File: src/rtl/lsu_pkg.sv
// Purpose: shared funct3 codes, FSM state type and bus constants for the LSU.
// Latency: none, declarations only.
// Backpressure: n/a.
package lsu_pkg;

  // RV32I load/store width encodings (funct3)
  localparam logic [2:0] F3_B  = 3'b000;
  localparam logic [2:0] F3_H  = 3'b001;
  localparam logic [2:0] F3_W  = 3'b010;
  localparam logic [2:0] F3_BU = 3'b100;
  localparam logic [2:0] F3_HU = 3'b101;

  // byte-enable width of the word-wide data bus
  localparam int BE_W = 4;

  typedef enum logic [1:0] {
    IDLE = 2'd0,
    BUS  = 2'd1,
    RESP = 2'd2
  } lsu_state_t;

endpackage

File: src/rtl/lsu_align.sv
// Purpose: store lane replication / byte enables, load lane select + extension, misalign/illegal detect.
// Latency: purely combinational.
// Backpressure: none; caller decides when outputs are consumed.
module lsu_align
  import lsu_pkg::*;
#(
  parameter int XLEN = 32
) (
  input  logic            we,
  input  logic [2:0]      funct3,
  input  logic [1:0]      addr_lo,
  input  logic [XLEN-1:0] wdata,
  input  logic [XLEN-1:0] rdata,
  output logic [BE_W-1:0] be,
  output logic [XLEN-1:0] wdata_rep,
  output logic [XLEN-1:0] rdata_ext,
  output logic            misalign,
  output logic            illegal
);

  logic [7:0]  lane_b;
  logic [15:0] lane_h;

  // classify the op: unknown widths are illegal, halfwords/words need natural alignment
  always_comb begin
    illegal  = 1'b0;
    misalign = 1'b0;
    if (we) begin
      illegal = (funct3 > F3_W);
    end else begin
      illegal = (funct3 == 3'b011) || (funct3 == 3'b110) || (funct3 == 3'b111);
    end
    case (funct3)
      F3_H, F3_HU: misalign = addr_lo[0];
      F3_W:        misalign = (addr_lo != 2'b00);
      default:     misalign = 1'b0;
    endcase
  end

  // stores replicate the datum into every lane and enable only the addressed bytes
  always_comb begin
    be        = 4'hF;
    wdata_rep = wdata;
    if (we) begin
      case (funct3)
        F3_B: begin
          be        = 4'b0001 << addr_lo;
          wdata_rep = {4{wdata[7:0]}};
        end
        F3_H: begin
          be        = 4'b0011 << {addr_lo[1], 1'b0};
          wdata_rep = {2{wdata[15:0]}};
        end
        default: begin
          be        = 4'hF;
          wdata_rep = wdata;
        end
      endcase
    end
  end

  // loads pick the addressed lane out of the returned word and extend it
  always_comb begin
    case (addr_lo)
      2'd0:    lane_b = rdata[7:0];
      2'd1:    lane_b = rdata[15:8];
      2'd2:    lane_b = rdata[23:16];
      default: lane_b = rdata[31:24];
    endcase
    lane_h = addr_lo[1] ? rdata[31:16] : rdata[15:0];
    case (funct3)
      F3_B:    rdata_ext = {{(XLEN-8){lane_b[7]}}, lane_b};
      F3_H:    rdata_ext = {{(XLEN-16){lane_h[15]}}, lane_h};
      F3_W:    rdata_ext = rdata;
      F3_BU:   rdata_ext = {{(XLEN-8){1'b0}}, lane_b};
      F3_HU:   rdata_ext = {{(XLEN-16){1'b0}}, lane_h};
      default: rdata_ext = '0;
    endcase
  end

endmodule

File: src/rtl/lsu_mem_if.sv
// Purpose: RV32I load/store unit driving a req/ack word bus; optional bus timeout via LSU_TIMEOUT_EN.
// Latency: accept -> rsp_valid is 3 cycles plus ack wait; 2 cycles for misaligned/illegal ops.
// Backpressure: req_ready only in IDLE; stall holds the core until the response cycle; mem_req held until mem_ack.
module lsu_mem_if
  import lsu_pkg::*;
#(
  parameter int XLEN           = 32,
  parameter int TIMEOUT_CYCLES = 255
) (
  input  logic            clk,
  input  logic            rst_n,
  input  logic            req_valid,
  output logic            req_ready,
  input  logic            req_we,
  input  logic [2:0]      req_funct3,
  input  logic [XLEN-1:0] req_addr,
  input  logic [XLEN-1:0] req_wdata,
  output logic            stall,
  output logic            rsp_valid,
  output logic [XLEN-1:0] rsp_rdata,
  output logic            rsp_err,
  output logic            mem_req,
  output logic            mem_we,
  output logic [XLEN-1:0] mem_addr,
  output logic [XLEN-1:0] mem_wdata,
  output logic [BE_W-1:0] mem_be,
  input  logic            mem_ack,
  input  logic [XLEN-1:0] mem_rdata
);

  lsu_state_t state;

  // request fields kept for the load extension while the bus access is in flight
  logic       cap_we;
  logic [2:0] cap_f3;
  logic [1:0] cap_lo;

  logic            a_we;
  logic [2:0]      a_f3;
  logic [1:0]      a_lo;
  logic [BE_W-1:0] a_be;
  logic [XLEN-1:0] a_wdata;
  logic [XLEN-1:0] a_rdata;
  logic            a_misalign;
  logic            a_illegal;

`ifdef LSU_TIMEOUT_EN
  localparam int TW = $clog2(TIMEOUT_CYCLES + 1);
  logic [TW-1:0] tmo_cnt;
  logic          tmo_expire;
  assign tmo_expire = (tmo_cnt == TW'(TIMEOUT_CYCLES - 1));
`endif

  // the aligner sees the live request while idle and the captured one afterwards
  assign a_we = (state == IDLE) ? req_we      : cap_we;
  assign a_f3 = (state == IDLE) ? req_funct3  : cap_f3;
  assign a_lo = (state == IDLE) ? req_addr[1:0] : cap_lo;

  lsu_align #(.XLEN(XLEN)) u_align (
    .we        (a_we),
    .funct3    (a_f3),
    .addr_lo   (a_lo),
    .wdata     (req_wdata),
    .rdata     (mem_rdata),
    .be        (a_be),
    .wdata_rep (a_wdata),
    .rdata_ext (a_rdata),
    .misalign  (a_misalign),
    .illegal   (a_illegal)
  );

  // core handshake: only idle accepts, and the pipeline is frozen until the response cycle
  assign req_ready = (state == IDLE);
  assign stall     = ((state == IDLE) && req_valid) || (state == BUS);

  // main FSM with registered bus and response outputs
  always_ff @(posedge clk) begin
    if (!rst_n) begin
      state     <= IDLE;
      cap_we    <= 1'b0;
      cap_f3    <= 3'b000;
      cap_lo    <= 2'b00;
      mem_req   <= 1'b0;
      mem_we    <= 1'b0;
      mem_addr  <= '0;
      mem_wdata <= '0;
      mem_be    <= '0;
      rsp_valid <= 1'b0;
      rsp_err   <= 1'b0;
      rsp_rdata <= '0;
`ifdef LSU_TIMEOUT_EN
      tmo_cnt   <= '0;
`endif
    end else begin
      case (state)
        IDLE: begin
          rsp_valid <= 1'b0;
          if (req_valid) begin
            cap_we <= req_we;
            cap_f3 <= req_funct3;
            cap_lo <= req_addr[1:0];
            if (a_illegal || a_misalign) begin
              // bad ops never touch the bus
              state     <= RESP;
              rsp_valid <= 1'b1;
              rsp_err   <= 1'b1;
              rsp_rdata <= '0;
            end else begin
              state     <= BUS;
              mem_req   <= 1'b1;
              mem_we    <= req_we;
              mem_addr  <= {req_addr[XLEN-1:2], 2'b00};
              mem_wdata <= req_we ? a_wdata : '0;
              mem_be    <= a_be;
`ifdef LSU_TIMEOUT_EN
              tmo_cnt   <= '0;
`endif
            end
          end
        end
        BUS: begin
          if (mem_ack) begin
            state     <= RESP;
            mem_req   <= 1'b0;
            mem_we    <= 1'b0;
            rsp_valid <= 1'b1;
            rsp_err   <= 1'b0;
            rsp_rdata <= cap_we ? '0 : a_rdata;
          end
`ifdef LSU_TIMEOUT_EN
          else if (tmo_expire) begin
            state     <= RESP;
            mem_req   <= 1'b0;
            mem_we    <= 1'b0;
            rsp_valid <= 1'b1;
            rsp_err   <= 1'b1;
            rsp_rdata <= '0;
          end else begin
            tmo_cnt <= tmo_cnt + 1'b1;
          end
`endif
        end
        RESP: begin
          rsp_valid <= 1'b0;
          state     <= IDLE;
        end
        default: begin
          state     <= IDLE;
          mem_req   <= 1'b0;
          rsp_valid <= 1'b0;
        end
      endcase
    end
  end

endmodule

File: config.mk
export PLATFORM = sky130hd
export DESIGN_NAME = lsu_mem_if
export DESIGN_NICKNAME = d
export VERILOG_FILES = /design/src/rtl/lsu_pkg.sv /design/src/rtl/lsu_align.sv /design/src/rtl/lsu_mem_if.sv
export SDC_FILE = /design/constraint.sdc
export NUM_CORES = 1
export LEC_CHECK = 0
export BUFFER_PORTS_ARGS = -buffer_cell sky130_fd_sc_hd__buf_2
export CAP_MARGIN = 25
export CORE_MARGIN = 5
export CORE_UTILIZATION = 44
export CTS_CLUSTER_SIZE = 28
export DETAILED_ROUTE_END_ITERATION = 10
export HOLD_SLACK_MARGIN = 0.06
export PLACE_DENSITY = 0.81
export SKIP_LAST_GASP = 1
export SYNTH_ARGS = -nofsm -noshare
export SYNTH_HDL_FRONTEND = slang
export SYNTH_SLANG_ARGS = --single-unit
File: constraint.sdc
create_clock -name clk -period 2.15 [get_ports clk]
set_input_delay 0.3225 -clock clk [delete_from_list [all_inputs] [get_ports clk]]
set_output_delay 0.3225 -clock clk [all_outputs]
set_load 0.02 [all_outputs]
Yosys cells after proc, flatten, opt, wreduce, memory -nomap -nowiden
Index checks and enable logic that the tools add are counted.
{ "totals": {"regBits": 110, "input_bits": 104, "output_inout_bits": 106, "elab_cells": 85} }
{ "op_classes": {"magnitude_cmp": 1, "n_eq_ne": 15, "shifts": 2, "mux": 36, "bitwise": 2, "n_reduce_logical": 17} }
{ "ops": {"columns": ["op", "n"], "rows": [
  ["$mux W32", 6],
  ["$pmux W32 S5", 1],
  ["$pmux W32 S2", 2],
  ["$pmux W8 S3", 1],
  ["$mux W16", 1],
  ["$eq A3 B3 Y1 const B", 4],
  ["$mux W1", 12],
  ["$reduce_and A4 Y1", 3],
  ["$mux W2", 4],
  ["$pmux W1 S2", 4],
  ["$pmux W4 S2", 1],
  ["$eq A3 B2 Y1 const B", 2],
  ["$ne A2 B2 Y1 const B", 3],
  ["$eq A2 B1 Y1 const B", 2],
  ["$eq A2 B2 Y1 const B", 2],
  ["$logic_not A2 Y1", 2],
  ["$logic_or A1 B1 Y1", 4],
  ["$mux W4", 1],
  ["$pmux W2 S2", 1],
  ["$reduce_and A2 Y1", 2],
  ["$reduce_bool A2 Y1", 2],
  ["$shl A1 B2 Y4 const A", 1],
  ["$shl A2 B2 Y4 const A", 1],
  ["$eq A3 B1 Y1 const B", 1],
  ["other kinds (9)", 10]
]} }

Logic depth before layout (Yosys ltp)
Gate-level depths: netlist (run 1).
{ "logic_depth": {"depth_word": 10, "mapped_depth": 10, "depth_no_buf": 7} }

Hierarchy
A second synthesis (run 1) with hierarchy kept.
{ "hier_totals": {"cells_unflattened": 675, "area_unflattened_um2": 5688.0} }
{ "modules_own_cells": {"columns": ["module", "instances", "cells_per_inst", "area_each_um2", "seq_area_each_um2"], "rows": [
  ["lsu_mem_if", 1, 502, 4367.9, 2202.1],
  ["lsu_align", 1, 173, 1320.0, 0.0]
]} }

Worst setup path after synthesis (run 1)
No wires, ideal clock.
{ "synth_timing": {"kind": "reg2reg", "startpoint": "register state[0]", "endpoint": "register rsp_rdata[10]", "setup_time_ns": 0.125, "arrival_time_ns": 2.047, "t_required_ns": 2.025, "path_slack_ns": -0.022, "path_stages_with_launch": 11, "n_path_buf": 3, "synth_period_minus_slack_ns": 2.172, "cell_sequence": "dfxtp_1 -> or2_4 -> inv_2 -> buf_6 -> mux2i_4 -> nor2b_1 -> buf_2 -> a21o_4 -> buf_6 -> a221oi_1 -> o2bb2ai_1"} }
{ "synth_between": {"elab_chain_len": 9, "word_cells_on_any_way": 35, "classes_between": "order compare: 1; eq/ne: 13; mux: 11; reduce/logical: 10"} }
{ "synth_lines": {"columns": ["element", "line", "rtl"], "rows": [
  ["start: declaration", "lsu_mem_if.sv:31", "lsu_state_t state;"],
  ["start signal: assignment", "lsu_mem_if.sv:79", "state <= IDLE;"],
  ["start signal: assignment", "lsu_mem_if.sv:104", "state <= RESP;"],
  ["start signal: assignment", "lsu_mem_if.sv:109", "state <= BUS;"],
  ["$logic_not A2 Y1 (*)", null, null],
  ["net req_ready", "lsu_mem_if.sv:13", "output logic req_ready,"],
  ["parallel branches: the longest is 8 deep, another holds $pmux W32 S5", null, null],
  ["end signal: assignment", "lsu_mem_if.sv:128", "rsp_rdata <= cap_we ? '0 : a_rdata;"],
  ["end: declaration", "lsu_mem_if.sv:20", "output logic [XLEN-1:0] rsp_rdata,"]
]} }
Mark *: on every way through the listed nets, which the timed path passes. The select of a mux whose other input is x is not followed.
A chain may end at the register's enable or synchronous reset.

Final worst setup path (run 1)
{ "layout_timing": {"startpoint": "register state[0]", "endpoint": "register mem_wdata[8]"} }
{ "layout_between": {"elab_chain_len": 9, "word_cells_on_any_way": 24, "classes_between": "order compare: 1; eq/ne: 6; mux: 8; bitwise: 1; reduce/logical: 8"} }
{ "layout_lines": {"columns": ["element", "line", "rtl"], "rows": [
  ["$logic_not A2 Y1 (*)", null, null],
  ["parallel branches: the longest is 8 deep, another holds $mux W3", null, null],
  ["end signal: assignment", "lsu_mem_if.sv:113", "mem_wdata <= req_we ? a_wdata : '0;"],
  ["end: declaration", "lsu_mem_if.sv:25", "output logic [XLEN-1:0] mem_wdata,"]
]} }
Every way passes the cells marked *.

==> results of run 1 <==
[critical path, delay by kind of cell, from the launching register on]
family,cells,cell delay (ns)
AND/OR/NAND/NOR,3,0.97
AO/OA/AOI/OAI,3,0.42
flip-flops,1,0.37
buffers and inverters,2,0.36
[state kept, by name, indices dropped and copies added, names as in the netlist]
name / count
mem_be: 4
rsp_valid: 1
state: 2
cap_lo: 2
cap_we: 1
rsp_err: 1
cap_f3: 3
mem_addr: 30
rsp_rdata: 32
mem_req: 1
mem_we: 1
mem_wdata: 32
[timing repair]
action                                  4_1_cts  5_1_grt
resized for setup                            14       67
gates cloned                                  0        4
setup buffers                                 2       11
pin swaps                                     3       34
endpoints found under the setup margin       89       99
hold buffers                                  0        0
[power by group through the flow]
stage	Combinational [W]	Sequential, W	Clock, W
after floorplan	0.000956	0.00242	0
after global placement	0.00158	0.00228	0
after detailed placement	0.00163	0.00229	0
after CTS	0.00169	0.00225	0.00153
after global routing	0.00212	0.00228	0.00163
final	0.00200	0.00226	0.00151
[layout make-up]
class                           instances  area, µm²  area share, %
Timing Repair Buffer                  264       1610           21.8
Clock buffer                           13        250           3.38
Sequential cell                       110       2210           29.8
Tap cell                              143        179           2.42
Clock inverter                          1       7.51          0.101
Antenna cell                            1       2.50         0.0338
Multi-Input combinational cell        364       3130           42.3
Inverter                                3       16.3          0.220
[metal layers]
layer	vias up	share of wire, %	global-route usage, %
li1	2390	-	-
met1	2484	38	27.5
met2	316	49	37.7
met3	80	9.3	6.06
met4	0	4.4	8.17
met5	-	0	0
[placed cells by master, fill, tap and decap left out, types with 8 or more instances in the layout]
master | Yosys | routed
buf_4 | 3 | 41
o2bb2ai_1 | 50 | 32
o2bb2ai_2 | 6 | 16
o2bb2ai_4 | 0 | 8
nand2_1 | 87 | 87
buf_2 | 11 | 207
a22oi_1 | 8 | 8
clkbuf_16 | 0 | 11
a221oi_2 | 3 | 9
a21boi_0 | 12 | 11
mux2i_2 | 1 | 8
a21oi_1 | 21 | 20
dfxtp_1 | 110 | 108
a21boi_1 | 31 | 32
a2bb2oi_1 | 8 | 8
mux2i_1 | 25 | 14
[metrics by stage]
step	std cells	area [µm²]	util, %	TNS [ns]	setup slack, ns
detailed placement	868	6470	56.4	-2.83	-0.209
global placement	868	6470	56.4	-0.247	-0.142
global route	899	7400	64.6	-2.82	-0.110
CTS	884	6820	59.4	-0.00864	-0.00864
floorplan	520	5170	-	0	0.00584
finish	899	7400	64.6	-0.259	-0.0587
[kinds of logic (layout without fill, tap and decap cells)]
group / count (synthesis) / after routing / share of synthesized area, %
compound gates: 198 / 199 / 31.9
simple gates: 135 / 135 / 13.4
flops: 110 / 110 / 42.7
buf+inv: 47 / 281 / 6.16
mux: 28 / 28 / 5.77
other cells: 1 / 3 / 0.0727
[worst min-delay path by stage]
| stage | to | slack (ns) | depth (start not counted) |
|---|---|---|---|
| floorplan | mem_addr[10]$_SDFFE_PN0P_ | 0.46 | 2 |
| global placement | mem_addr[30]$_SDFFE_PN0P_ | 0.44 | 2 |
| detailed placement | rsp_rdata[29]$_SDFFE_PN0P_ | 0.44 | 1 |
| CTS | mem_addr[13]$_SDFFE_PN0P_ | 0.21 | 3 |
| global route | mem_addr[23]$_SDFFE_PN0P_ | 0.22 | 3 |
| finish | mem_addr[22]$_SDFFE_PN0P_ | 0.21 | 3 |
==> impl_metrics.py, run 1 <==
metrics = {
    "drt": {
        "first_iter_violations": 390,
        "ant_nets": 0,
        "dr_total_vias": 5270,
        "drc": 0,
        "dr.pass1.iters": 5,
        "viasPerCell": 5.86,
        "routed_wl_mm": 18.4,
        "wl_per_cell_um": 20.4,
    },
    "logic_synthesis": {
        "ys_types": 66,
        "synth_flop_cell": "dfxtp_1",
        "syn_inst": 519,
        "synthMostInstantiatedCell": "dfxtp_1",
        "syn_avg_cell_area_um2": 9.94,
        "ys_seq_area_share_pct": 42.7,
        "synth.cell_area_um2": 5160,
        "synth_warnings": 0,
        "synth_edf_count": 0,
        "synth-seq-cells": 110,
        "synth_top_area_share_pct": 42.7,
        "yosys-top-cells-area": "dfxtp_1, o2bb2ai_1, nand2_1, mux2i_1, a21boi_1",
        "async_flop_share_pct": 0,
        "yosysTopAreaCell": "dfxtp_1",
        "ys_top_cells_by_count": "dfxtp_1, nand2_1, o2bb2ai_1, a21boi_1, mux2i_1",
    },
    "critical_path": {
        "slowest_delay_ns": 0.53,
        "worst_ep_arrival_time_ns": 2.48,
        "worst_path_max_delay_cell": "or4_4",
        "r2r-start": "state[0]$_SDFFE_PN0P_",
        "cp_cell_sequence": "buf_6 > or4_4 > o31ai_4 > a21o_4 > and3_4 > nand4_4 > clkbuf_16 > o2bb2ai_2",
        "endpoint": "mem_wdata[8]$_SDFFE_PN0P_",
        "worstSetupPathType": "flop to flop",
        "r2r_end": "mem_wdata[8]$_SDFFE_PN0P_",
        "worstSetupEndpointType": "flop",
        "startpoint": "state[0]$_SDFFE_PN0P_",
        "r2r_slack_ns": -0.06,
        "startpoint_type": "flop",
        "rr_worst_depth": 8,
        "worstPathRequired_ns": 2.42,
        "cp_max_fo": 6,
    },
    "global_route": {
        "grt_overflow": 0,
        "first_global_vias": 5034,
        "grt_pass1_wl_mm": 26.1,
        "grtUsageTotal_pct": 22.4,
        "antenna_found_initial": 1,
        "grt_max_degree": 38,
    },
    "sta": {
        "rsz0062_at_grt": "yes",
        "fin_crit_sh_pct": 103,
        "hold-worst-slack_ns": 0.215,
        "skew_ns": 0.00759,
        "slew_viol_final": 0,
        "setup_violations": 17,
        "period_minus_slack_ns": 2.21,
        "finalHoldViolations": 0,
        "setup_ws_ns": -0.0587,
        "fmax_mhz": 453,
    },
    "placed_design": {
        "portBuffers": 207,
        "hpwl_mm": 12.5,
        "globalplace.congestion": 0.932,
    },
    "clocking": {
        "numCtsBuffers": 9,
        "htreeDepth": 3,
        "clock_latency_ns": 0.35,
        "cts_root_buf": "clkbuf_16",
        "clk_pin_slew_ns": 0.07,
        "cts_tree": "yes",
        "clk_path_buf_depth": 2,
        "cts_sinks": 110,
    },
    "die": {
        "design.die.area_um2": 14000,
        "pin_count": 210,
        "num_rows": 39,
        "die_x_um": 118,
        "coreArea_um2": 11500,
        "die_height_um": 118,
        "initial_core_util_pct": 45.0,
    },
    "status": {
        "violations": "negative setup slack",
        "status": "finished, violations left",
    },
    "final_layout": {
        "drive_above_1_share_pct": 49.3,
        "final_nets": 856,
        "fillers": 853,
        "area_growth_pct": 43.6,
    },
    "power": {
        "p_int_w": 0.00384,
        "p_seq_share_pct": 39.2,
        "p_total_w": 0.00578,
        "ir_drop_mv": 0.378,
        "pwr-share-clk_pct": 26.2,
        "p_per_area_nw_per_um2": 780,
        "swShare_pct": 33.6,
        "p_leak_nw": 3.18,
        "pwr-share-comb_pct": 34.6,
        "power_switching_w": 0.00194,
    },
    "worst_hold_path": {
        "hp-class": "primary input to flop",
        "hp-start": "req_addr[22]",
    },
    "job": {
        "cap_viol_max_count": 0,
    },
}
Note: power is estimated with default switching activity, not from simulation.
==> run 2: changes to the inputs <==
CORE_UTILIZATION = 45   (was 44)
PLACE_DENSITY = 0.79   (was 0.81)
SYNTH_HIERARCHICAL = 1   (was default)
==> run 2 against run 1 <==
Compared with the run above: maximum frequency decreased by 7.8%; largest cell class unchanged; the flow still finishes with violations (negative setup slack); utilization decreased by 0.12 points; first-iteration DRC count increased by 59%; clock skew increased by 0.0019 ns; clock power increased by 19%; sequential power increased by 3%; total power increased by 30%; critical path type unchanged; sequential share of layout area decreased by 2.5 points.
==> impl_metrics.py, run 2 <==
metrics = {
    "logic_synthesis": {
        "ys_top_cells_by_count": "nand2_1, dfxtp_1, mux2i_1, a21boi_1, clkbuf_1",
        "synth_xor_xnor_area_share_pct": 0,
        "synth.cell_area_um2": 5690,
        "yosys-top-cells-area": "dfxtp_1, nand2_1, mux2i_1, a21boi_1, mux2_2",
        "syn_avg_cell_area_um2": 8.43,
        "async_flop_share_pct": 0,
        "syn_inst": 675,
        "synth_flop_cell": "dfxtp_1",
        "synthAdderAreaFrac_pct": 0,
        "synth-simple-area-share_pct": 19.8,
        "muxShareOfSynthArea_pct": 15.8,
        "ys_seq_area_share_pct": 38.7,
        "ys_types": 41,
        "synth_compound_area_share_pct": 18.8,
        "synth_warnings": 6,
        "synth_edf_count": 0,
        "synth_top_family_by_area": "simple AND/OR/NAND/NOR gates",
        "synth_top_area_share_pct": 38.7,
        "synth-seq-cells": 110,
        "yosysTopAreaCell": "dfxtp_1",
        "synthMostInstantiatedCell": "nand2_1",
    },
    "power": {
        "p_seq_share_pct": 31.0,
        "swShare_pct": 36.0,
        "p_total_w": 0.00753,
        "pwr-share-clk_pct": 23.8,
        "ir_drop_mv": 0.436,
        "pwr-share-comb_pct": 45.2,
        "p_int_w": 0.00482,
        "p_leak_nw": 3.74,
        "power_switching_w": 0.00271,
        "p_per_area_nw_per_um2": 934,
    },
    "drt": {
        "viasPerCell": 5.41,
        "dr_total_vias": 5837,
        "wl_per_cell_um": 17.8,
        "dr.pass1.iters": 5,
        "ant_nets": 0,
        "first_iter_violations": 620,
        "drc": 0,
        "routed_wl_mm": 19.3,
    },
    "job": {
        "cap_viol_max_count": 0,
    },
    "sta": {
        "fin_crit_sh_pct": 111,
        "setup_violations": 102,
        "fmax_mhz": 417,
        "hold-worst-slack_ns": 0.202,
        "rsz0062_at_grt": "yes",
        "slew_viol_final": 0,
        "tightestPinTransition_ns": 0.680,
        "finalHoldViolations": 0,
        "period_minus_slack_ns": 2.40,
        "slew_headroom_pct": 54.7,
        "setup_ws_ns": -0.247,
        "skew_ns": 0.00949,
    },
    "global_route": {
        "grt_overflow": 0,
        "first_global_vias": 5483,
        "grtUsageTotal_pct": 23.6,
        "grt_pass1_wl_mm": 28.1,
        "grt_max_degree": 74,
        "antenna_found_initial": 1,
    },
    "critical_path": {
        "cp_max_fo": 8,
        "worstSetupEndpointType": "flop",
        "critPathTopFamily": "buffers and inverters",
        "worstSetupPathType": "flop to flop",
        "worstPathRequired_ns": 2.43,
        "r2r_slack_ns": -0.25,
        "slowest_delay_ns": 0.34,
        "worst-path-buf-inv": 5,
        "worst_path_max_delay_cell": "dfxtp_2",
        "cp_cell_sequence": "nor2_4 > buf_6 > mux2_4 > nor3b_4 > o21ai_2 > o21ai_4 > buf_6 > nor3_4 > buf_12 > buf_12 > clkbuf_16 > nand2_1 > a21boi_1",
        "worst_ep_arrival_time_ns": 2.68,
        "startpoint_type": "flop",
    },
    "clocking": {
        "clk_path_buf_depth": 2,
        "cts_tree": "yes",
        "numCtsBuffers": 9,
        "clock_latency_ns": 0.35,
        "htreeDepth": 3,
        "clk_pin_slew_ns": 0.08,
        "cts_sinks": 110,
        "cts_root_buf": "clkbuf_16",
    },
    "placed_design": {
        "portBuffers": 207,
        "hpwl_mm": 12.1,
        "dp_cells": 1029,
        "globalplace.congestion": 0.937,
    },
    "die": {
        "num_rows": 41,
        "die_height_um": 122,
        "design.die.area_um2": 15000,
        "coreArea_um2": 12500,
        "pin_count": 210,
        "initial_core_util_pct": 45.4,
        "die_x_um": 122,
    },
    "final_layout": {
        "final_cell_mix": "buf_2, nand2_1, dfxtp_1, a21boi_1, mux2i_1",
        "top_regs": "mem_wdata: 32 flops, rsp_rdata: 32 flops, mem_addr: 30 flops",
        "stdcell_count": 1079,
        "final_nets": 1005,
        "area_growth_pct": 41.8,
        "layout_commonest_cell": "buf_2",
        "utilization_pct": 64.5,
        "drive_above_1_share_pct": 42.3,
    },
    "status": {
        "status": "finished, violations left",
        "violations": "negative setup slack",
    },
    "worst_hold_path": {
        "hp-class": "primary input to flop",
    },
}
-- run 2: cell count changes after synthesis, sizes merged, moves of 8 or more --
cell,previous run,this run
nand3,10,33
clkbuf,15,36
mux2,1,30
a221oi,15,0
a2bb2oi,8,0
o2bb2ai,56,0
nand2,88,180
a211oi,10,0
a221o,0,8
nor2,8,27
mux2i,27,54
a21boi,49,74
a21o,3,16
a21oi,22,13
-- run 2: area by class of cell --
type / instances / area [µm²]
clock buffers: 10 / 239
well taps: 172 / 215
flip-flops and latches: 110 / 2200
diodes: 1 / 2.50
clock inverters: 6 / 83.8
repair buffers: 282 / 1910
multi-input cells: 495 / 3400
inverters: 3 / 11.3
fillers: 1020 / 4450
-- run 2: metal layers --
| layer | share of wire (%) | wire, µm | track usage (%) | vias up |
|---|---|---|---|---|
| li1 | - | - | - | 2760 |
| met1 | 40 | 7660 | 29.7 | 2661 |
| met2 | 47 | 9120 | 38.6 | 341 |
| met3 | 8.7 | 1670 | 4.47 | 75 |
| met4 | 4.2 | 809 | 12.0 | 0 |
| met5 | 0 | 0 | 0 | - |
-- run 2: logic make-up (layout without fill, tap and decap cells) --
logic type | Yosys count | in the layout
buffers and inverters | 72 | 301
and+or+nand+nor | 261 | 261
DFF | 110 | 110
AOI/OAI and AO/OA | 146 | 147
other | 1 | 3
muxes | 85 | 85
-- run 2: tightest hold or removal path: stages --
cell,delay (ns)
buf_2,0.09
nand2_1,0.05
a21boi_1,0.05
-- run 2: metrics by stage --
step | instance area [µm²] | setup WS, ns | setup TNS, ns
6_report | 8070 | -0.247 | -14.41
5_1_grt | 8070 | -0.321 | -23.00
2_1_floorplan | 5830 | -0.472 | -41.07
4_1_cts | 7790 | -0.120 | -6.23
3_5_place_dp | 7010 | -0.164 | -10.79
3_3_place_gp | 7010 | -0.0848 | -3.96
-- run 2: path summary, 6_finish.rpt --
kind | startpoint | to | depth (start not counted)
hold / removal | req_addr[11] | mem_addr[11]$_SDFFE_PN0P_ | 3
hold reg to reg | mem_wdata[2]$_SDFFE_PN0P_ | mem_wdata[2]$_SDFFE_PN0P_ | 2
setup / recovery | state[0]$_SDFFE_PN0P_ | mem_addr[23]$_SDFFE_PN0P_ | 13
setup reg to reg | state[0]$_SDFFE_PN0P_ | mem_addr[23]$_SDFFE_PN0P_ | 13
-- run 2: power groups by stage --
stage | sequential [W] | clock (W) | combinational [W]
after detailed placement | 0.00238 | 0 | 0.00255
after global placement | 0.00237 | 0 | 0.00254
final | 0.00233 | 0.00180 | 0.00341
after global routing | 0.00235 | 0.00190 | 0.00360
after CTS | 0.00233 | 0.00182 | 0.00309
after floorplan | 0.00258 | 0 | 0.00165
-- run 2: what timing repair did --
action,in CTS,in global routing
buffers inserted,14,11
gates cloned,7,4
resized for setup,40,54
hold buffers,0,0
pin swaps,19,42
endpoints found under the setup margin,102,104
